<file path="src/rtl/mina_fetch_unit_if.sv">
// Fetch-unit bundle: redirect input, IMEM request/grant/response channel,
// IF/ID valid/ready channel and status outputs.
interface mina_fetch_unit_if #(
  parameter int unsigned XLEN  = 32,
  parameter int unsigned DEPTH = 4
);
  logic                       redirect_req;
  logic [XLEN-1:0]            redirect_ia;
  logic                       imem_req;
  logic [XLEN-1:0]            imem_addr;
  logic                       imem_gnt;
  logic                       imem_rvalid;
  logic [XLEN-1:0]            imem_rdata;
  logic                       if_valid;
  logic                       if_ready;
  logic [XLEN-1:0]            if_ir;
  logic [XLEN-1:0]            if_ia;
  logic [XLEN-1:0]            if_ia_plus_4;
  logic [$clog2(DEPTH+1)-1:0] occupancy;
  logic                       err_unexp;

  // Fetch unit side
  modport master (
    input  redirect_req, redirect_ia,
    output imem_req, imem_addr,
    input  imem_gnt, imem_rvalid, imem_rdata,
    output if_valid,
    input  if_ready,
    output if_ir, if_ia, if_ia_plus_4, occupancy, err_unexp
  );

  // Environment side (EX, IMEM, IF/ID)
  modport slave (
    output redirect_req, redirect_ia,
    input  imem_req, imem_addr,
    output imem_gnt, imem_rvalid, imem_rdata,
    input  if_valid,
    output if_ready,
    input  if_ir, if_ia, if_ia_plus_4, occupancy, err_unexp
  );
endinterface

</file>
<file path="src/rtl/mina_fetch_unit.sv">
// MINA instruction-fetch front end: credit-limited IMEM requests, in-order
// address tags, prefetch queue towards IF/ID, redirect flush with discard
// of stale in-flight responses.
module mina_fetch_unit #(
  parameter int unsigned     XLEN       = 32,
  parameter int unsigned     DEPTH      = 4,
  parameter logic [XLEN-1:0] INITIAL_IA = '0
) (
  input logic               clk,
  input logic               rst_n,
  mina_fetch_unit_if.master bus
);
  localparam int unsigned PW = $clog2(DEPTH);
  localparam int unsigned CW = $clog2(DEPTH + 1);
  localparam int unsigned SW = CW + 2;

  typedef struct packed {
    logic [XLEN-1:0] ia;
    logic [XLEN-1:0] ir;
  } entry_t;

  logic [XLEN-1:0] fetch_ia_q, fetch_ia_d;
  logic [CW-1:0]   occ_q, occ_d;
  logic [CW-1:0]   out_q, out_d;
  logic [CW-1:0]   disc_q, disc_d;
  logic            err_q, err_d;
  entry_t          q_mem_q [DEPTH];
  entry_t          q_mem_d [DEPTH];
  logic [PW-1:0]   q_rd_q, q_rd_d, q_wr_q, q_wr_d;
  logic [XLEN-1:0] tag_mem_q [DEPTH];
  logic [XLEN-1:0] tag_mem_d [DEPTH];
  logic [PW-1:0]   tag_rd_q, tag_rd_d, tag_wr_q, tag_wr_d;

  logic [SW-1:0] credit_sum;
  logic          req, grant, rsp_drop, rsp_take, rsp_unexp;
  logic          valid, push, pop;
  entry_t        head;

  // Handshake decode: credit check, response classification, queue pop/push
  always_comb begin
    credit_sum = SW'(occ_q) + SW'(out_q) + SW'(disc_q);
    // rst_n gating keeps imem_req low while reset is held
    req        = rst_n && !bus.redirect_req && (credit_sum < SW'(DEPTH));
    grant      = req && bus.imem_gnt;
    rsp_drop   = bus.imem_rvalid && (disc_q != '0);
    rsp_take   = bus.imem_rvalid && (disc_q == '0) && (out_q != '0);
    rsp_unexp  = bus.imem_rvalid && (disc_q == '0) && (out_q == '0);
    valid      = (occ_q != '0) && !bus.redirect_req;
    pop        = valid && bus.if_ready;
    push       = rsp_take && !bus.redirect_req;
    head       = q_mem_q[q_rd_q];
  end

  // Output drive from fetch pointer and queue head
  always_comb begin
    bus.imem_req     = req;
    bus.imem_addr    = fetch_ia_q;
    bus.if_valid     = valid;
    bus.if_ir        = head.ir;
    bus.if_ia        = head.ia;
    bus.if_ia_plus_4 = head.ia + XLEN'(4);
    bus.occupancy    = occ_q;
    bus.err_unexp    = err_q;
  end

  // Next state: issue, response bookkeeping, queue update, redirect flush
  always_comb begin
    fetch_ia_d = fetch_ia_q;
    occ_d      = occ_q;
    out_d      = out_q;
    disc_d     = disc_q;
    q_mem_d    = q_mem_q;
    q_rd_d     = q_rd_q;
    q_wr_d     = q_wr_q;
    tag_mem_d  = tag_mem_q;
    tag_rd_d   = tag_rd_q;
    tag_wr_d   = tag_wr_q;
    err_d      = err_q | rsp_unexp;

    if (grant) begin
      tag_mem_d[tag_wr_q] = fetch_ia_q;
      tag_wr_d            = tag_wr_q + PW'(1);
      fetch_ia_d          = fetch_ia_q + XLEN'(4);
    end
    // Tags are popped for dropped responses too, so the tag FIFO is never
    // flushed on redirect; it drains as the discarded responses arrive.
    if (rsp_drop || rsp_take) begin
      tag_rd_d = tag_rd_q + PW'(1);
    end

    if (bus.redirect_req) begin
      fetch_ia_d = bus.redirect_ia;
      out_d      = '0;
      disc_d     = disc_q + out_q - CW'(rsp_drop) - CW'(rsp_take);
      occ_d      = '0;
      q_rd_d     = '0;
      q_wr_d     = '0;
    end else begin
      out_d  = out_q + CW'(grant) - CW'(rsp_take);
      disc_d = disc_q - CW'(rsp_drop);
      if (push) begin
        q_mem_d[q_wr_q] = entry_t'{ia: tag_mem_q[tag_rd_q], ir: bus.imem_rdata};
        q_wr_d          = q_wr_q + PW'(1);
      end
      if (pop) begin
        q_rd_d = q_rd_q + PW'(1);
      end
      occ_d = occ_q + CW'(push) - CW'(pop);
    end
  end

  // State registers with synchronous active-low reset
  always_ff @(posedge clk) begin
    if (!rst_n) begin
      fetch_ia_q <= INITIAL_IA;
      occ_q      <= '0;
      out_q      <= '0;
      disc_q     <= '0;
      err_q      <= 1'b0;
      q_mem_q    <= '{default: '0};
      q_rd_q     <= '0;
      q_wr_q     <= '0;
      tag_mem_q  <= '{default: '0};
      tag_rd_q   <= '0;
      tag_wr_q   <= '0;
    end else begin
      fetch_ia_q <= fetch_ia_d;
      occ_q      <= occ_d;
      out_q      <= out_d;
      disc_q     <= disc_d;
      err_q      <= err_d;
      q_mem_q    <= q_mem_d;
      q_rd_q     <= q_rd_d;
      q_wr_q     <= q_wr_d;
      tag_mem_q  <= tag_mem_d;
      tag_rd_q   <= tag_rd_d;
      tag_wr_q   <= tag_wr_d;
    end
  end
endmodule

</file>
<file path="src/flat_wrapper.sv">
// flat-port wrapper written by rule: the top's interface ports become plain ports
module mina_fetch_unit_flat 
#(
  parameter int unsigned     XLEN       = 32,
  parameter int unsigned     DEPTH      = 4,
  parameter logic [XLEN-1:0] INITIAL_IA = '0
)
  (clk, rst_n, bus_redirect_req, bus_redirect_ia, bus_imem_req, bus_imem_addr, bus_imem_gnt, bus_imem_rvalid, bus_imem_rdata, bus_if_valid, bus_if_ready, bus_if_ir, bus_if_ia, bus_if_ia_plus_4, bus_occupancy, bus_err_unexp);
  mina_fetch_unit_if #(.XLEN(XLEN), .DEPTH(DEPTH)) bus_i ();
  input logic clk;
  input logic rst_n;
  input wire logic [$bits(bus_i.redirect_req)-1:0] bus_redirect_req;
  input wire logic [$bits(bus_i.redirect_ia)-1:0] bus_redirect_ia;
  output wire logic [$bits(bus_i.imem_req)-1:0] bus_imem_req;
  output wire logic [$bits(bus_i.imem_addr)-1:0] bus_imem_addr;
  input wire logic [$bits(bus_i.imem_gnt)-1:0] bus_imem_gnt;
  input wire logic [$bits(bus_i.imem_rvalid)-1:0] bus_imem_rvalid;
  input wire logic [$bits(bus_i.imem_rdata)-1:0] bus_imem_rdata;
  output wire logic [$bits(bus_i.if_valid)-1:0] bus_if_valid;
  input wire logic [$bits(bus_i.if_ready)-1:0] bus_if_ready;
  output wire logic [$bits(bus_i.if_ir)-1:0] bus_if_ir;
  output wire logic [$bits(bus_i.if_ia)-1:0] bus_if_ia;
  output wire logic [$bits(bus_i.if_ia_plus_4)-1:0] bus_if_ia_plus_4;
  output wire logic [$bits(bus_i.occupancy)-1:0] bus_occupancy;
  output wire logic [$bits(bus_i.err_unexp)-1:0] bus_err_unexp;
  assign bus_i.redirect_req = bus_redirect_req;
  assign bus_i.redirect_ia = bus_redirect_ia;
  assign bus_imem_req = bus_i.imem_req;
  assign bus_imem_addr = bus_i.imem_addr;
  assign bus_i.imem_gnt = bus_imem_gnt;
  assign bus_i.imem_rvalid = bus_imem_rvalid;
  assign bus_i.imem_rdata = bus_imem_rdata;
  assign bus_if_valid = bus_i.if_valid;
  assign bus_i.if_ready = bus_if_ready;
  assign bus_if_ir = bus_i.if_ir;
  assign bus_if_ia = bus_i.if_ia;
  assign bus_if_ia_plus_4 = bus_i.if_ia_plus_4;
  assign bus_occupancy = bus_i.occupancy;
  assign bus_err_unexp = bus_i.err_unexp;
  mina_fetch_unit #(.XLEN(XLEN), .DEPTH(DEPTH), .INITIAL_IA(INITIAL_IA)) u_core (.clk(clk), .rst_n(rst_n), .bus(bus_i));
endmodule
</file>
<file path="config.mk">
export PLATFORM = sky130hd
export DESIGN_NAME = mina_fetch_unit_flat
export DESIGN_NICKNAME = d
export VERILOG_FILES = /design/src/rtl/mina_fetch_unit_if.sv /design/src/rtl/mina_fetch_unit.sv /design/src/flat_wrapper.sv
export SDC_FILE = /design/constraint.sdc
export NUM_CORES = 1
export LEC_CHECK = 0
export ABC_AREA = 1
export CORE_ASPECT_RATIO = 0.9
export CORE_MARGIN = 2
export CORE_UTILIZATION = 42
export CTS_CLUSTER_SIZE = 25
export DETAILED_ROUTE_END_ITERATION = 12
export GPL_ROUTABILITY_DRIVEN = 0
export PLACE_DENSITY_LB_ADDON = 0.25
export SYNTH_ARGS = -nofsm -noshare
export SYNTH_HDL_FRONTEND = slang
export SYNTH_SLANG_ARGS = --single-unit
</file>
<file path="constraint.sdc">
create_clock -name clk -period 8.35 [get_ports clk]
set_clock_uncertainty 0.05 [all_clocks]
set_input_delay 1.67 -clock clk [delete_from_list [all_inputs] [get_ports clk]]
set_output_delay 1.67 -clock clk [all_outputs]
set_load 0.005 [all_outputs]
</file>
* Yosys cells after proc, flatten, opt, wreduce, memory -nomap -nowiden
Index checks and enable logic that the tools add are counted.
Storage, ports and cells: input port bits 70, bits in read-only memories 0, memory bits (writable) 0, bits in latches 0, memories kept 0, register bits after elaboration 434, output and inout bits 134
Cells by class: $lt $le $gt $ge 7, equal/unequal tests 0, div/mod/pow operators 0, bitwise gates (word level) 7, $mul 0, shift operators 0, add/subtract/negate cells 16, reductions and logical operators 22, multiplexer cells 15
Operator list (count):
- $bwmux W256 | 1
- $mux W64 | 3
- $mux W32 | 5
- $bmux W64 S2 | 1
- $bwmux W128 | 1
- $demux W64 S2 | 1
- $add A32 B3 Y32 const B | 2
- $bmux W32 S2 | 1
- $demux W32 S2 | 1
- $sub A3 B1 Y3 | 5
- $ge A3 B3 Y1 const B | 4
- $logic_and A1 B1 Y1 | 12
- $not A2 Y3 | 4
- $reduce_bool A3 Y1 | 3
- $add A2 B1 Y2 const B | 4
- $add A3 B1 Y3 | 2
- $logic_not A3 Y1 | 2
- $lt A3 B1 Y1 const B | 2
- $add A5 B3 Y5 | 1
- $lt A5 B3 Y1 const B | 1
- $add A3 B3 Y4 | 1
- $add A3 B3 Y3 | 1
- $mux W3 | 1
- $not A1 Y1 | 2
- 6 further kinds | 6

* Logic depth before layout (Yosys ltp)
Gate-level depths: netlist of run 1.
word-level depth 7, mapped depth 18

* Least setup slack after synthesis of run 1
Ideal clock, no wire load.
path type input to register, start point input bus_imem_rvalid, end point register u_core.disc_q[2], path buffers 0, setup slack 4.208 ns, cell stages on the path 15, arrival time 3.975 ns, cell sequence inv_1 > nor2_1 > nand2_1 > inv_1 > fa_1 > fa_1 > inv_1 > ha_1 > inv_1 > fa_1 > xor2_1 > xnor2_1 > nand2_1 > o211ai_1 > inv_1
On the way: cells in the longest elaborated chain, start to end 4
Ends and longest elaborated chain:
- from (decl) | line flat_wrapper.sv:17 | input wire logic [$bits(bus_i.imem_rvalid)-1:0] bus_imem_rvalid;
- $logic_and A1 B1 Y1, on equally long branches | line mina_fetch_unit.sv:45, mina_fetch_unit.sv:46
- $sub A3 B1 Y3 / $logic_and A1 B1 Y1 (equally long branches) | line mina_fetch_unit.sv:94, mina_fetch_unit.sv:46
- $sub A3 B1 Y3 | line mina_fetch_unit.sv:94 | disc_d = disc_q + out_q - CW'(rsp_drop) - CW'(rsp_take);
- $mux W3 * | line mina_fetch_unit.sv:91 | if (bus.redirect_req) begin
- to (signal assigned) | line mina_fetch_unit.sv:130 | disc_q <= disc_d;
- to (decl) | line mina_fetch_unit.sv:25 | logic [CW-1:0] disc_q, disc_d;
Every way passes the cells marked *; elsewhere a longest branch is shown, timed or not. A chain may end at the register's enable or synchronous reset.

* Final worst setup path of run 1
start point register u_core.q_rd_q[1], end point output bus_if_ia_plus_4[16]
On the way: cells in the longest elaborated chain, start to end 5
Ends and longest elaborated chain:
- from (decl) | line mina_fetch_unit.sv:29 | logic [PW-1:0] q_rd_q, q_rd_d, q_wr_q, q_wr_d;
- from (signal assigned) | line mina_fetch_unit.sv:133 | q_rd_q <= q_rd_d;
- $not A2 Y3 (not written as such) | line mina_fetch_unit.sv:51 | head = q_mem_q[q_rd_q];
- $bmux W64 S2 | line mina_fetch_unit.sv:51
- $mux W64 (not written as such) (2 in series) | line mina_fetch_unit.sv:51
- $add A32 B3 Y32 | line mina_fetch_unit.sv:61 | bus.if_ia_plus_4 = head.ia + XLEN'(4);
- to (decl) | line flat_wrapper.sv:23 | output wire logic [$bits(bus_i.if_ia_plus_4)-1:0] bus_if_ia_plus_4;
No other way between the ends. The select of a mux whose other input is x is not followed.

==> results of run 1 <==
[cell type report]
class | instances | area, sq um
tap | 671 | 840
inverter | 135 | 515
fill | 4885 | 24600
timing repair buffer | 225 | 2200
multi-input combinational | 2313 | 10900
clock inverter | 16 | 165
clock buffer | 72 | 1430
sequential | 434 | 8690
[registers in the layout, indices dropped and copies added (netlist names), 3 cells and up]
name                  flops
u_core.tag_mem_q        128
u_core.disc_q             3
u_core.bus.occupancy      3
u_core.q_mem_q          256
u_core.bus.imem_addr     32
u_core.out_q              3
[metal layers]
metal | wire (microns) | vias to the layer above | global-route usage (%)
li1 | - | 10400 | -
met1 | 30300 | 10200 | 35.6
met2 | 31700 | 794 | 41.5
met3 | 4860 | 93 | 3.40
met4 | 1150 | 0 | 6.11
met5 | 0 | - | 0
[per-stage QoR]
stage / utilization, % / hold slack, ns / instance area (sq um)
2_1_floorplan: - / 0.379 / 21100
3_3_place_gp: 47.0 / 0.391 / 23200
3_5_place_dp: 47.0 / 0.397 / 23200
4_1_cts: 50.2 / 0.405 / 24800
5_1_grt: 50.2 / 0.423 / 24800
6_report: 50.2 / 0.406 / 24800
[worst max-delay path by stage]
stage / start / slack [ns] / cells past startpoint / end
CTS: u_core.q_rd_q[1] / 2.27 / 12 / bus_if_ia_plus_4[16]
finish: u_core.q_rd_q[1] / 2.26 / 12 / bus_if_ia_plus_4[16]
detailed placement: bus_redirect_req / 2.81 / 8 / bus_imem_req
floorplan: bus_imem_rvalid / 4.21 / 15 / u_core.disc_q[2]
global placement: bus_redirect_req / 2.86 / 8 / bus_imem_req
global route: u_core.q_rd_q[1] / 1.96 / 12 / bus_if_ia_plus_4[16]
[logic make-up (layout without fill, tap and decap cells)]
logic type,Yosys count,count (layout),synth area share (%)
AND/OR/NAND/NOR,1601,1601,30.9
AO/OA/AOI/OAI,648,648,17.2
flip-flops,434,434,41.2
adder cells (fa/ha/maj),30,30,1.99
buffers and inverters,376,448,7.38
XOR/XNOR,34,34,1.41
[report_power, final]
group | total [W] | switching [W] | internal, W
sequential | 0.00216 | 0.0000482 | 0.00211
combinational | 0.000670 | 0.000461 | 0.000209
clock | 0.00215 | 0.000873 | 0.00128
[critical path, cell delays in order, from the launching register on]
cell	delay, ns
dfxtp_2	0.31
buf_4	0.25
inv_2	0.88
o211ai_1	0.19
nand2_1	0.32
ha_1	0.30
inv_1	0.08
nor2_1	0.24
nand2_1	0.09
nor2_1	0.28
nand2_1	0.12
xor2_1	0.18
clkdlybuf4s50_1	0.53
[layout by cell type (no fill, tap or decap), types with 4 or more instances in the layout]
cell | netlist | layout
inv_2 | 5 | 5
clkbuf_8 | 0 | 12
clkinv_2 | 0 | 11
nand2_2 | 2 | 4
nand2_1 | 754 | 751
clkbuf_1 | 161 | 11
clkbuf_16 | 0 | 49
nor2_1 | 485 | 485
o21ai_0 | 206 | 206
dfxtp_1 | 434 | 431
a21oi_1 | 253 | 253
xor2_1 | 30 | 30
nand4_1 | 14 | 14
inv_1 | 128 | 127
ha_1 | 24 | 20
xnor2_1 | 4 | 4
clkdlybuf4s50_1 | 0 | 202
nand3_1 | 334 | 334
fa_1 | 6 | 6
buf_4 | 19 | 21
nor2_4 | 0 | 4
a31oi_1 | 10 | 10
a211oi_1 | 105 | 105
o22ai_1 | 66 | 66
==> flow_metrics.env, run 1 <==
export IMPL_status="complete, no violations"
export IMPL_clkLatencyLatePin_ns=0.59
export IMPL_ys_seq_area_share_pct=41.2
export IMPL_dp_cells=3778
export IMPL_async_reset_ff_share_pct=0
export IMPL_totalWireLength_microns=68000
export IMPL_whs_endpoint="u_core.q_mem_q[154]"
export IMPL_tightest_slew_ns=1.33
export IMPL_die_area_sq_um=52100
export IMPL_p_per_area_nw_per_um2=201
export IMPL_root_buffer="clkbuf_16"
export IMPL_synth_edff_count=0
export IMPL_irDropWorstVdd_mv=0.161
export IMPL_cts_resized=0
export IMPL_pre_cts_ws_ns=2.81
export IMPL_io_buffers=203
export IMPL_min_from="u_core.q_mem_q[154]"
export IMPL_fmax_ghz=0.164
export IMPL_start_kind="flip-flop"
export IMPL_drive_gt1_share_pct=4.04
export IMPL_syn_to_final_growth_pct=17.4
export IMPL_max_slew_margin_pct=11.4
export IMPL_viasPerCell=5.56
export IMPL_setup_ws_ns=2.26
export IMPL_post_cts_setup_buffers=0
export IMPL_synth_top_cell_by_area="dfxtp_1"
export IMPL_critPathRequiredTime_ns=6.63
export IMPL_r2r_start="u_core.bus.occupancy[0]"
export IMPL_routed_via_count=21500
export IMPL_nets=3257
export IMPL_total_power_w=0.00498
export IMPL_io_pins=204
export IMPL_worstSetupPathType="flip-flop to output port"
export IMPL_netlist_top_cells_area="dfxtp_1 (41%), nand2_1 (13%), nor2_1 (8.6%)"
export IMPL_hpwl_microns=42100
export IMPL_die_w_microns=240
export IMPL_rsz0062_at_grt="no"
export IMPL_grtUsageTotal_pct=25.5
export IMPL_grt_pass1_vias=19900
export IMPL_synth_most_common_cell="nand2_1"
export IMPL_grt_max_degree=202
export IMPL_clock_sinks=434
export IMPL_synth_cell_types=33
export IMPL_n_antenna_cell=0
export IMPL_drtAntennaViolNets=0
export IMPL_wire_per_inst_microns=17.6
export IMPL_cts_buffers_inserted=48
export IMPL_ff2ff_setup_slack_ns=4.45
export IMPL_period_share_pct=73.0
export IMPL_antenna_found_initial=0
export IMPL_syn_cell_area_sq_um=21100
export IMPL_r2r_cells=14
export IMPL_setup_tns_ns=0
export IMPL_leakagePower_nw=8.99
export IMPL_drc=0
export IMPL_drtIter0Drc=2100
export IMPL_fin_cells=3866
export IMPL_maxCapViolations=0
export IMPL_core_sq_um=49300
export IMPL_hold_viol=0
export IMPL_initial_utilization_pct=42.8
export IMPL_synth_top_area_share_pct=41.2
export IMPL_cts_buffer_depth=3
export IMPL_avgSynthCellArea_sq_um=6.76
export IMPL_postCtsHoldBufs=0
export IMPL_ys_warn_count=0
export IMPL_rr_endpoint="u_core.tag_mem_q[109]"
export IMPL_worstPathArrival_ns=4.37
export IMPL_crit_fanout=60
export IMPL_synth_ff_type="dfxtp_1"
export IMPL_hold_path_class="flip-flop to flip-flop"
export IMPL_grt_pass1_wl_microns=108000
export IMPL_h_tree_depth=2
export IMPL_synth_seq_cells=434
export IMPL_syn_nets=3223
export IMPL_holdPathStages=2
export IMPL_setup_violations_final=0
export IMPL_finalCriticalPeriod_ns=6.09
export IMPL_dr_pass1_iters=6
export IMPL_finalMaxSlewViolations=0
export IMPL_die_y_microns=217
export IMPL_cts_tree="yes"
export IMPL_clk_pin_slew_ns=0.06
export IMPL_synth_cells=3123
export IMPL_grt_ovfl_total=0
export IMPL_end_kind="output port"
export IMPL_num_rows=77
export IMPL_netlist_top_cells_count="nand2_1 (754), nor2_1 (485), dfxtp_1 (434)"
Note: power is estimated with default switching activity, not from simulation.
==> run 2, diff against run 1 <==
==> constraint.sdc (replaced) <==
create_clock -name clk -period 6 [get_ports clk]
set_clock_uncertainty 0.05 [all_clocks]
set_input_delay 1.2 -clock clk [delete_from_list [all_inputs] [get_ports clk]]
set_output_delay 1.2 -clock clk [all_outputs]
set_load 0.005 [all_outputs]
==> run 2 against run 1 <==
  * Highest routed layer unchanged
  * Clock power increased by 40%
  * Combinational power grew 37%
  * Critical path type unchanged
  * Die area did not move
==> flow_metrics.env, run 2 (synthesis results as in run 1) <==
export IMPL_status="complete, no violations"
export IMPL_fin_cells=3874
export IMPL_placed_area_sq_um=23200
export IMPL_nets=3263
export IMPL_multi_input_area_sq_um=10900
export IMPL_drtAntennaViolNets=0
export IMPL_die_area_sq_um=52100
export IMPL_p_switching_w=0.00193
export IMPL_initial_utilization_pct=42.8
export IMPL_routed_via_count=21600
export IMPL_largest_reg_flops=256
export IMPL_layout_common_cells="nand2_1 (751), nor2_1 (485), dfxtp_1 (431)"
export IMPL_use_met2_pct=41.2
export IMPL_io_pins=204
export IMPL_die_w_microns=240
export IMPL_postCtsHoldBufs=0
export IMPL_ff2ff_setup_slack_ns=2.29
export IMPL_largest_register="u_core.q_mem_q"
export IMPL_drc=0
export IMPL_switching_share_pct=27.8
export IMPL_fin_area_sq_um=24800
export IMPL_hold_viol=0
export IMPL_grt_ovfl_total=0
export IMPL_finalMaxSlewViolations=0
export IMPL_period_share_pct=88.7
export IMPL_setup_tns_ns=0
export IMPL_cts_buffers_inserted=48
export IMPL_rsz0062_at_grt="no"
export IMPL_h_tree_depth=2
export IMPL_finalCriticalPeriod_ns=5.32
export IMPL_max_slew_margin_pct=18.9
export IMPL_seq_power_share_pct=43.4
export IMPL_setup_ws_ns=0.677
export IMPL_drive_gt1_share_pct=4.21
export IMPL_top_usage_layer="met2"
export IMPL_tightest_slew_ns=1.22
export IMPL_pre_cts_ws_ns=1.35
export IMPL_maxCapViolations=0
export IMPL_start_kind="flip-flop"
export IMPL_power_frac_comb_pct=13.3
export IMPL_leakagePower_nw=9.03
export IMPL_seq_area_sq_um=8690
export IMPL_holdPathStages=2
export IMPL_worstSetupPathType="flip-flop to output port"
export IMPL_p_per_area_nw_per_um2=279
export IMPL_setup_violations_final=0
export IMPL_critPathRequiredTime_ns=4.75
export IMPL_end_kind="output port"
export IMPL_core_sq_um=49300
export IMPL_clock_sinks=434
export IMPL_dp_cells=3784
export IMPL_hold_path_class="flip-flop to flip-flop"
export IMPL_grt_pass1_wl_microns=110000
export IMPL_cts_buffer_depth=3
export IMPL_worstPathArrival_ns=4.07
export IMPL_fmax_ghz=0.188
export IMPL_met3_usage_pct=3.39
export IMPL_hpwl_microns=43500
export IMPL_grt_pass1_vias=20400
export IMPL_post_cts_setup_buffers=0
export IMPL_crit_fanout=52
export IMPL_clkLatencyLatePin_ns=0.59
export IMPL_irDropWorstVdd_mv=0.206
export IMPL_wire_per_inst_microns=17.9
export IMPL_antenna_found_initial=0
export IMPL_drtIter0Drc=2309
export IMPL_nFillCells=4869
export IMPL_num_rows=77
export IMPL_met1_usage_pct=36.4
export IMPL_die_y_microns=217
export IMPL_grt_max_degree=173
export IMPL_clkPwrFrac_pct=43.4
export IMPL_cts_resized=0
export IMPL_clk_pin_slew_ns=0.06
export IMPL_syn_to_final_growth_pct=17.7
export IMPL_dr_pass1_iters=6
export IMPL_final_common_cell="nand2_1"
export IMPL_internal_power_w=0.00501
export IMPL_root_buffer="clkbuf_16"
export IMPL_grtUsageTotal_pct=26.0
export IMPL_cts_tree="yes"
export IMPL_r2r_cells=14
export IMPL_totalWireLength_microns=69300
export IMPL_viasPerCell=5.59
export IMPL_n_antenna_cell=0
export IMPL_io_buffers=203
==> run 2: changes by cell type in the layout (fill, tap and decap cells not counted), sizes merged <==
cell	before	now
clkbuf	72	74
buf	23	29
==> run 2: final cells by class <==
class	instances	share of cell area (%)
Sequential cell	434	35.0
Multi-Input combinational cell	2313	43.9
Clock inverter	16	0.771
Clock buffer	74	5.75
Timing Repair Buffer	231	9.11
Inverter	135	2.08
Tap cell	671	3.38
==> run 2: final timing paths <==
| check | startpoint | to |
|---|---|---|
| setup / recovery | u_core.q_rd_q[0] | bus_if_ia_plus_4[16] |
| hold / removal | u_core.q_mem_q[73] | u_core.q_mem_q[73] |
| setup reg to reg | u_core.bus.occupancy[0] | u_core.tag_mem_q[93] |
| hold reg to reg | u_core.q_mem_q[73] | u_core.q_mem_q[73] |
==> run 2: stage by stage <==
| stage | util (%) | power, W | hold WS (ns) |
|---|---|---|---|
| final | 50.3 | 0.00694 | 0.411 |
| after global routing | 50.3 | 0.00721 | 0.421 |
| after CTS | 50.3 | 0.00698 | 0.411 |
| after detailed placement | 47.1 | 0.00399 | 0.402 |
| after global placement | 47.1 | 0.00398 | 0.394 |
| after floorplan | - | 0.00362 | 0.379 |
==> run 2: critical path, cell delays in order (launching register included) <==
cell and delay [ns]:
dfxtp_4 0.73, clkinv_2 0.52, nand2_1 0.19, o211ai_1 0.09, nand2_1 0.23, ha_1 0.26
inv_1 0.07, nor2_1 0.21, nand2_1 0.08, nor2_1 0.30, nand2_1 0.11, xor2_1 0.14
clkdlybuf4s50_1 0.51
==> run 2: layer usage <==
metal,part of all wire [%],vias to the layer above
met5,0,-
met4,2.3,0
met3,7.5,120
met2,46,913
met1,45,10200
li1,-,10400
==> run 2: power by group through the flow <==
| stage | logic (W) | clock network [W] | registers, W |
|---|---|---|---|
| 4_1_cts | 0.000924 | 0.00305 | 0.00301 |
| 2_1_floorplan | 0.000579 | 0 | 0.00304 |
| 5_1_grt | 0.00102 | 0.00317 | 0.00301 |
| 3_5_place_dp | 0.000920 | 0 | 0.00307 |
| 6_report | 0.000921 | 0.00301 | 0.00301 |
| 3_3_place_gp | 0.000909 | 0 | 0.00307 |
==> run 3, diff against run 2 <==
--- a/config.mk
+++ b/config.mk
@@ -6,13 +6,16 @@
 export NUM_CORES = 1
 export LEC_CHECK = 0
 export ABC_AREA = 1
+export ABC_CLOCK_PERIOD_IN_PS = 6000
 export CORE_ASPECT_RATIO = 0.9
 export CORE_MARGIN = 2
 export CORE_UTILIZATION = 42
 export CTS_CLUSTER_SIZE = 25
 export DETAILED_ROUTE_END_ITERATION = 12
 export GPL_ROUTABILITY_DRIVEN = 0
+export MAX_ROUTING_LAYER = met4
 export PLACE_DENSITY_LB_ADDON = 0.25
+export SKIP_LAST_GASP = 1
 export SYNTH_ARGS = -nofsm -noshare
 export SYNTH_HDL_FRONTEND = slang
 export SYNTH_SLANG_ARGS = --single-unit
==> run 3 against run 2 <==
  * Register-to-register slack got worse by 0.02 ns
  * Clock power about the same
  * Sequential share of layout area unchanged
  * Global-route usage increased by 0.79 points
  * Non-clock buffer count unchanged
  * Critical path depth unchanged
==> flow_metrics.env, run 3 (synthesis results as in run 1) <==
export IMPL_syn_to_final_growth_pct=17.7
export IMPL_wire_per_inst_microns=17.9
export IMPL_leakagePower_nw=9.03
export IMPL_total_power_w=0.00694
export IMPL_critPathRequiredTime_ns=4.75
export IMPL_io_buffers=203
export IMPL_h_tree_depth=2
export IMPL_nets=3263
export IMPL_tightest_slew_ns=1.17
export IMPL_grt_pass1_vias=20400
export IMPL_r2r_start="u_core.bus.occupancy[0]"
export IMPL_crit_path_cell_trace="clkinv_2, nand2_1, o211ai_1, nand2_1, ha_1, inv_1, nor2_1, nand2_1, nor2_1, nand2_1, xor2_1, clkdlybuf4s50_1"
export IMPL_postCtsHoldBufs=0
export IMPL_p_per_area_nw_per_um2=279
export IMPL_viasPerCell=5.58
export IMPL_grt_pass1_wl_microns=110000
export IMPL_cts_tree="yes"
export IMPL_start_kind="flip-flop"
export IMPL_clkLatencyLatePin_ns=0.59
export IMPL_fin_cells=3874
export IMPL_dr_pass1_iters=6
export IMPL_power_frac_comb_pct=13.3
export IMPL_die_y_microns=217
export IMPL_rsz0062_at_grt="no"
export IMPL_placed_area_sq_um=23200
export IMPL_die_area_sq_um=52100
export IMPL_maxCapViolations=0
export IMPL_routed_via_count=21600
export IMPL_seq_power_share_pct=43.4
export IMPL_hold_path_class="flip-flop to flip-flop"
export IMPL_p_switching_w=0.00193
export IMPL_cpPeakStageDelay_ns=0.73
export IMPL_cts_buffer_depth=3
export IMPL_whs_endpoint="u_core.q_mem_q[154]"
export IMPL_grtUsageTotal_pct=26.8
export IMPL_grt_max_degree=173
export IMPL_hold_viol=0
export IMPL_clkPwrFrac_pct=43.4
export IMPL_crit_fanout=52
export IMPL_largest_register="u_core.q_mem_q"
export IMPL_hpwl_microns=43500
export IMPL_final_common_cell="nand2_1"
export IMPL_holdPathStages=2
export IMPL_totalWireLength_microns=69300
export IMPL_layout_common_cells="nand2_1 (751), nor2_1 (485), dfxtp_1 (431)"
export IMPL_clk_pin_slew_ns=0.06
export IMPL_grt_ovfl_total=0
export IMPL_rr_endpoint="u_core.tag_mem_q[93]"
export IMPL_finalCriticalPeriod_ns=5.30
export IMPL_finalMaxSlewViolations=0
export IMPL_ff2ff_setup_slack_ns=2.27
export IMPL_irDropWorstVdd_mv=0.206
export IMPL_n_antenna_cell=0
export IMPL_cts_resized=0
export IMPL_antenna_found_initial=0
export IMPL_drc=0
export IMPL_r2r_cells=14
export IMPL_cts_buffers_inserted=48
export IMPL_drive_gt1_share_pct=4.21
export IMPL_setup_violations_final=0
export IMPL_worst_path_max_delay_cell="dfxtp_4"
export IMPL_drtIter0Drc=2327
export IMPL_switching_share_pct=27.8
export IMPL_min_from="u_core.q_mem_q[154]"
export IMPL_post_cts_setup_buffers=0
export IMPL_worstSetupPathType="flip-flop to output port"
export IMPL_num_rows=77
export IMPL_setup_tns_ns=0
export IMPL_die_w_microns=240
export IMPL_largest_reg_flops=256
export IMPL_internal_power_w=0.00501
export IMPL_dp_cells=3784
export IMPL_core_sq_um=49300
export IMPL_crit_path_frequent_cell="nand2_1"
export IMPL_status="complete, no violations"
export IMPL_worstPathArrival_ns=4.05
export IMPL_end_kind="output port"
export IMPL_root_buffer="clkbuf_16"
export IMPL_fin_area_sq_um=24800
export IMPL_max_slew_margin_pct=21.7
export IMPL_drtAntennaViolNets=0
export IMPL_io_pins=204
export IMPL_clock_sinks=434
export IMPL_period_share_pct=88.4
export IMPL_critical_path_top_delay_family="simple AND/OR/NAND/NOR gates"
export IMPL_fmax_ghz=0.189
export IMPL_initial_utilization_pct=42.8
export IMPL_crit_buf_inv=3
==> run 3: cell counts in the layout (fill, tap and decap cells not counted) <==
No cell type changed its count.
==> run 3: final cells by class <==
class                   instances  area, sq um
clock buffers                  74         1430
inverters                     135          515
well taps                     671          840
fillers                      4869        24500
multi-input cells            2313        10900
flip-flops and latches        434         8690
repair buffers                231         2260
clock inverters                16          191
==> run 3: metrics by stage <==
stage          worst slack [ns]  hold WS [ns]  utilization, %
6_report                  0.697         0.409            50.3
4_1_cts                   0.726         0.411            50.3
2_1_floorplan              2.33         0.379               -
5_1_grt                   0.352         0.421            50.3
3_3_place_gp               1.48         0.394            47.1
3_5_place_dp               1.35         0.402            47.1
==> run 3: power by group through the flow <==
| stage | Sequential, W | Clock, W | Combinational [W] |
|---|---|---|---|
| 2_1_floorplan | 0.00304 | 0 | 0.000579 |
| 3_3_place_gp | 0.00307 | 0 | 0.000909 |
| 3_5_place_dp | 0.00307 | 0 | 0.000920 |
| 4_1_cts | 0.00301 | 0.00305 | 0.000924 |
| 5_1_grt | 0.00301 | 0.00318 | 0.00102 |
| 6_report | 0.00301 | 0.00301 | 0.000921 |
==> run 3: per-layer routing <==
| metal | routed length, microns | global-route usage [%] | up-vias |
|---|---|---|---|
| li1 | - | - | 10400 |
| met1 | 30900 | 36.5 | 10200 |
| met2 | 31700 | 41.2 | 870 |
| met3 | 5140 | 3.29 | 115 |
| met4 | 1510 | 8.76 | 0 |
| met5 | 0 | - | - |
==> run 3: worst max-delay path by stage <==
stage,from,to,cells after the start
global route,u_core.q_rd_q[0],bus_if_ia_plus_4[16],12
detailed placement,u_core.q_rd_q[0],bus_if_ia_plus_4[16],12
floorplan,bus_imem_rvalid,u_core.disc_q[2],15
finish,u_core.q_rd_q[0],bus_if_ia_plus_4[16],12
CTS,u_core.q_rd_q[0],bus_if_ia_plus_4[16],12
global placement,u_core.q_rd_q[0],bus_if_ia_plus_4[16],12
==> run 3: worst reg2reg max path, cell delays in order, from the launching register on <==
cell	delay, ns
dfxtp_1	0.33
ha_1	0.23
fa_1	0.40
xor2_1	0.16
ha_1	0.29
inv_1	0.06
nand2_1	0.04
nor2_1	0.08
nand2_1	0.07
nor2_2	0.09
nand2_2	0.37
nor2_4	0.74
buf_4	0.43
nor2_1	0.07
a211oi_1	0.21
